===== src/rtl/uart_pkg.sv =====
// ============================================================================
// uart_pkg : shared UART types and constants
// Rev 1.0
// ============================================================================
`default_nettype none

package uart_pkg;

    localparam int UART_DATA_BITS = 8;

    typedef enum logic [2:0] {
        IDLE      = 3'd0,
        START     = 3'd1,
        DATA      = 3'd2,
        STOP      = 3'd3,
        WAIT_HIGH = 3'd4
    } rx_state_t;

endpackage

`default_nettype wire


===== src/rtl/uart_sync2.sv =====
// ============================================================================
// uart_sync2 : two-flop synchronizer for asynchronous single-bit inputs
// Rev 1.0
// ============================================================================
`default_nettype none

module uart_sync2 #(
    parameter logic RESET_VAL = 1'b1
) (
    input  logic clk,
    input  logic rst_n,
    input  logic d,
    output logic q
);

    logic meta;

    always_ff @(posedge clk or negedge rst_n) begin
        if (!rst_n) begin
            meta <= RESET_VAL;
            q    <= RESET_VAL;
        end else begin
            meta <= d;
            q    <= meta;
        end
    end

endmodule

`default_nettype wire


===== src/rtl/uart_receiver.sv =====
// ============================================================================
// uart_receiver : 8N1 UART receiver with one-entry valid/ready holding register
// Rev 1.0
// ============================================================================
`default_nettype none

module uart_receiver
    import uart_pkg::*;
#(
    parameter int CLKS_PER_BIT = 10417
) (
    input  logic                      sysclk,
    input  logic                      reset,
    input  logic                      UART_RX,
    input  logic                      rx_ready,
    output logic [UART_DATA_BITS-1:0] rx_data,
    output logic                      rx_valid,
    output logic                      frame_err,
    output logic                      overrun
);

    localparam int CW = $clog2(CLKS_PER_BIT);
    localparam int IW = $clog2(UART_DATA_BITS);
    localparam logic [CW-1:0] HALF_CNT = CW'(CLKS_PER_BIT / 2 - 1);
    localparam logic [CW-1:0] LAST_CNT = CW'(CLKS_PER_BIT - 1);
    localparam logic [IW-1:0] LAST_BIT = IW'(UART_DATA_BITS - 1);

    logic                      rxs;
    rx_state_t                 state;
    rx_state_t                 state_next;
    logic [CW-1:0]             cnt;
    logic [IW-1:0]             bit_idx;
    logic [UART_DATA_BITS-1:0] shreg;
    logic                      cnt_clear;
    logic                      shift_en;
    logic                      deliver;
    logic                      stop_bad;

    uart_sync2 #(.RESET_VAL(1'b1)) u_sync (
        .clk   (sysclk),
        .rst_n (reset),
        .d     (UART_RX),
        .q     (rxs)
    );

    always_ff @(posedge sysclk or negedge reset) begin
        if (!reset) state <= IDLE;
        else        state <= state_next;
    end

    always_comb begin
        state_next = state;
        cnt_clear  = 1'b0;
        shift_en   = 1'b0;
        deliver    = 1'b0;
        stop_bad   = 1'b0;
        case (state)
            IDLE: begin
                if (!rxs) begin
                    state_next = START;
                    cnt_clear  = 1'b1;
                end
            end
            START: begin
                if (cnt == HALF_CNT) begin
                    if (!rxs) begin
                        state_next = DATA;
                        cnt_clear  = 1'b1;
                    end else begin
                        state_next = IDLE;
                    end
                end
            end
            DATA: begin
                if (cnt == LAST_CNT) begin
                    shift_en = 1'b1;
                    if (bit_idx == LAST_BIT) state_next = STOP;
                end
            end
            STOP: begin
                if (cnt == LAST_CNT) begin
                    if (rxs) begin
                        deliver    = 1'b1;
                        state_next = IDLE;
                    end else begin
                        stop_bad   = 1'b1;
                        state_next = WAIT_HIGH;
                    end
                end
            end
            WAIT_HIGH: begin
                // Hold off until the line returns high so a break is not read as a start bit
                if (rxs) state_next = IDLE;
            end
            default: state_next = IDLE;
        endcase
    end

    always_ff @(posedge sysclk or negedge reset) begin
        if (!reset) begin
            cnt     <= '0;
            bit_idx <= '0;
            shreg   <= '0;
        end else begin
            if (cnt_clear || state == IDLE || cnt == LAST_CNT) cnt <= '0;
            else                                                cnt <= cnt + CW'(1);

            if (cnt_clear) begin
                bit_idx <= '0;
            end else if (shift_en) begin
                bit_idx        <= bit_idx + IW'(1);
                shreg[bit_idx] <= rxs;
            end
        end
    end

    // Holding register: a same-cycle consume frees the slot for the new byte
    always_ff @(posedge sysclk or negedge reset) begin
        if (!reset) begin
            rx_data   <= '0;
            rx_valid  <= 1'b0;
            frame_err <= 1'b0;
            overrun   <= 1'b0;
        end else begin
            frame_err <= stop_bad;
            overrun   <= 1'b0;
            if (deliver) begin
                if (!rx_valid || rx_ready) begin
                    rx_data  <= shreg;
                    rx_valid <= 1'b1;
                end else begin
                    overrun  <= 1'b1;
                end
            end else if (rx_valid && rx_ready) begin
                rx_valid <= 1'b0;
            end
        end
    end

endmodule

`default_nettype wire


===== config.mk =====
export PLATFORM = sky130hd
export DESIGN_NAME = uart_receiver
export DESIGN_NICKNAME = d
export VERILOG_FILES = /design/src/rtl/uart_pkg.sv /design/src/rtl/uart_sync2.sv /design/src/rtl/uart_receiver.sv
export SDC_FILE = /design/constraint.sdc
export NUM_CORES = 1
export LEC_CHECK = 0
export BUFFER_PORTS_ARGS = -buffer_cell sky130_fd_sc_hd__buf_4
export CAP_MARGIN = 20
export CORE_MARGIN = 4
export CORE_UTILIZATION = 55
export CTS_CLUSTER_DIAMETER = 200
export DETAILED_ROUTE_END_ITERATION = 6
export GPL_ROUTABILITY_DRIVEN = 0
export PLACE_DENSITY = 0.82
export SETUP_SLACK_MARGIN = 0.3
export SLEW_MARGIN = 20
export SYNTH_ARGS = -nofsm -noshare
export SYNTH_HDL_FRONTEND = slang
export SYNTH_HIERARCHICAL = 1
export SYNTH_SLANG_ARGS = --single-unit

===== constraint.sdc =====
create_clock -name sysclk -period 2.2 [get_ports sysclk]
set_clock_uncertainty 0.15 [all_clocks]
set_input_delay 0.44 -clock sysclk [delete_from_list [all_inputs] [get_ports sysclk]]
set_output_delay 0.44 -clock sysclk [all_outputs]
set_load 0.005 [all_outputs]

==> flow_summary.toml <==
[status]
status = "finished, final reports clean"

[grt]
grt.total_usage_pct = 19.58
grt_max_degree = 42
grt_pass1_vias = 1445
grt_pass1_wl_mm = 6.617
grt_overflow = 0
antenna_found_initial = 0

[floorplanning]
start_util_pct = 58.17
die_x_um = 68.11
fp-row-count = 21
ios = 15
die_y_um = 68.11
dieArea_sq_um = 4638
core_sq_um = 3416

[clock_tree]
cts_buffers = 5
cts_tree = "built"
cts_buffer_depth = 2
clk_latency_ns = 0.36
path_clk_slew_ns = 0.11
clock-root-buffer = "clkbuf_4"
h-tree-depth = 2
clock-sinks = 41

[place]
place_area_sq_um = 2122
dp_slack_ns = 0.2086
placed_cells = 230
dp_hpwl_mm = 2.659
numPortBuffers = 14

[setup_path]
startpoint = "cnt[2]$_DFF_PN0_"
reg2reg_to = "shreg[6]$_DFFE_PN0P_"
arrival_ns = 2.04
required_ns = 2.30
r2r_slack_ns = 0.26
setup.worst_path.start_class = "flop"
cp_max_fo = 6
endpoint_kind = "flop"
reg2reg_depth = 5
crit_type = "reg2reg"
reg2reg_from = "cnt[2]$_DFF_PN0_"

[finish]
layout_commonest_cell = "dfrtp_1"
nets = 214
mostFrequentLayoutCells = "37 x dfrtp_1, 25 x buf_4, 24 x nor2_1"
fin_util_pct = 69.38
antenna_cells = 0
fin_area_sq_um = 2370
drive_above_1_share_pct = 32.37
fin_cells = 253
synthToLayoutAreaGrowth_pct = 19.27

[timing]
slew_viol_final = 0
finalHoldViolCount = 0
finalCritPeriodShare_pct = 88.10
setup_tns_ns = 0
rsz0062_at_grt = "yes"
worst_slack_ns = 0.2617
timing.fmax_mhz = 515.9
slew_headroom_pct = 66.54
post-route-min-period_ns = 1.938
setup_viol = 0
tightest_slew_ns = 0.5019

[synthesis]
netlist_area_sq_um = 1987
synth_seq_cells = 41
ys_seq_area_share_pct = 51.76
synth.net_count = 181
synth_edf_count = 0
synth_top_area_share_pct = 49.12
yosys-top-cells-area = "dfrtp_1 49%, mux2_2 5.7%, nor2_1 4.5%, mux2_1 3.4%, xnor2_1 3.1%"
async_reset_ff_share_pct = 100.0
synth_cell_type_count = 45
synthCells = 173
yosys_warnings = 6
synth_area_per_cell_sq_um = 11.49
synth_flop_cell = "dfrtp_1"
synth_area_leader_cell = "dfrtp_1"

[worst_hold_path]
min_to = "u_sync/q$_DFF_PN1_"
worstHoldStart = "u_sync/meta$_DFF_PN1_"
hp-class = "reg2reg"
hold_path_depth = 0

[route]
drt_first_iter_violations = 82
wire_per_inst_um = 16.00
routed_wl_mm = 4.048
antenna_left = 0
drc = 0
viasPerCell = 5.676
routed-via-count = 1436
drt-pass1-iter-count = 4

[pwr]
power_density_nw_per_um2 = 509.6
ir_worst_vdd_mv = 0.4711
leakagePower_nw = 1.103

[run]
cap_violations = 0
[routing by layer]
metal | GRT usage (%) | wire, um | vias up | share of wire [%]
li1 | - | - | 689 | -
met4 | 12.41 | 95 | 0 | 2.3
met2 | 33.69 | 2189 | 30 | 54
met1 | 21.94 | 1619 | 709 | 40
met3 | 3.941 | 143 | 8 | 3.5
met5 | 0 | 0 | - | 0
[cell type report]
| type | count | area [sq um] |
|---|---|---|
| clock buffers | 7 | 65.06 |
| flip-flops and latches | 41 | 1031 |
| repair buffers | 30 | 241.5 |
| multi-input cells | 121 | 943.4 |
| inverters | 7 | 26.28 |
| clock inverters | 1 | 5.005 |
| fillers | 247 | 1046 |
| well taps | 46 | 57.56 |
[through the flow]
| step | hold slack [ns] | power [mW] |
|---|---|---|
| 3_3_place_gp | 0.1956 | 0.7955 |
| 4_1_cts | 0.009251 | 1.220 |
| 2_1_floorplan | -0.005591 | 0.7774 |
| 5_1_grt | 0.2246 | 1.262 |
| 6_report | 0.2169 | 1.208 |
| 3_5_place_dp | 0.2016 | 0.7969 |
[where the power goes]
part / total [mW] / switching [mW] / internal (mW)
registers: 0.761 / 0.00434 / 0.757
logic: 0.0232 / 0.0157 / 0.00748
clock network: 0.423 / 0.238 / 0.185
[cells by family after synthesis]
kind of cell / Yosys count / share of synthesized area, %
simple gates: 76 / 23.43
compound gates: 13 / 4.912
flops: 41 / 51.76
mux: 16 / 9.068
xor+xnor: 11 / 4.849
buf+inv: 12 / 3.463
fa+ha+maj: 4 / 2.519
[flip-flops by register name, indices dropped and copies added (netlist names)]
name         flops
rx_valid         1
rx_data          8
overrun          1
cnt             14
u_sync/q         1
bit_idx          3
frame_err        1
state            3
u_sync/meta      1
shreg            8
[worst max path at each step]
stage | to | slack [ns] | cells after the start
2_1_floorplan | shreg[6]$_DFFE_PN0P_ | 0.32 | 6
3_3_place_gp | rx_data[6]$_DFFE_PN0P_ | 0.27 | 6
3_5_place_dp | rx_data[6]$_DFFE_PN0P_ | 0.21 | 6
4_1_cts | rx_data[4]$_DFFE_PN0P_ | 0.27 | 4
5_1_grt | rx_data[2]$_DFFE_PN0P_ | 0.18 | 6
6_report | shreg[6]$_DFFE_PN0P_ | 0.26 | 5
[worst max-delay path, stage by stage, from the launching register on]
cell and delay (ns):
dfrtp_2 0.48, nor4b_4 0.34, buf_4 0.16, nand4_2 0.18, nor4_4 0.18, mux2_1 0.33
[cells in the mapped netlist (2+ instances only)]
| cell type | n |
|---|---|
| nor4bb_1 | 2 |
| nor2_1 | 24 |
| dfrtp_1 | 39 |
| a21oi_1 | 3 |
| mux2_2 | 10 |
| xnor2_1 | 7 |
| nor3_1 | 5 |
| and2_1 | 2 |
| nand3_1 | 7 |
| nand2b_1 | 3 |
| dfstp_2 | 2 |
| nand4b_1 | 3 |
| xor2_1 | 4 |
| ha_1 | 4 |
| nand4_1 | 7 |
| nor2b_1 | 2 |
| mux2_1 | 6 |
| inv_1 | 6 |
| a32o_1 | 2 |
| a31o_2 | 2 |
| o21ai_0 | 2 |
| nand2_1 | 6 |
| nor4_1 | 3 |
[timing repair]
item / CTS / global route
pin swaps: 1 / 7
setup buffers: 4 / 7
endpoints found under the hold margin: 39 / 1
endpoints found under the setup margin: 16 / 33
gates resized for setup: 3 / 13
hold buffers: 1 / 1
cloned: 1 / 1
No activity file was read; power rests on OpenSTA's default activity.
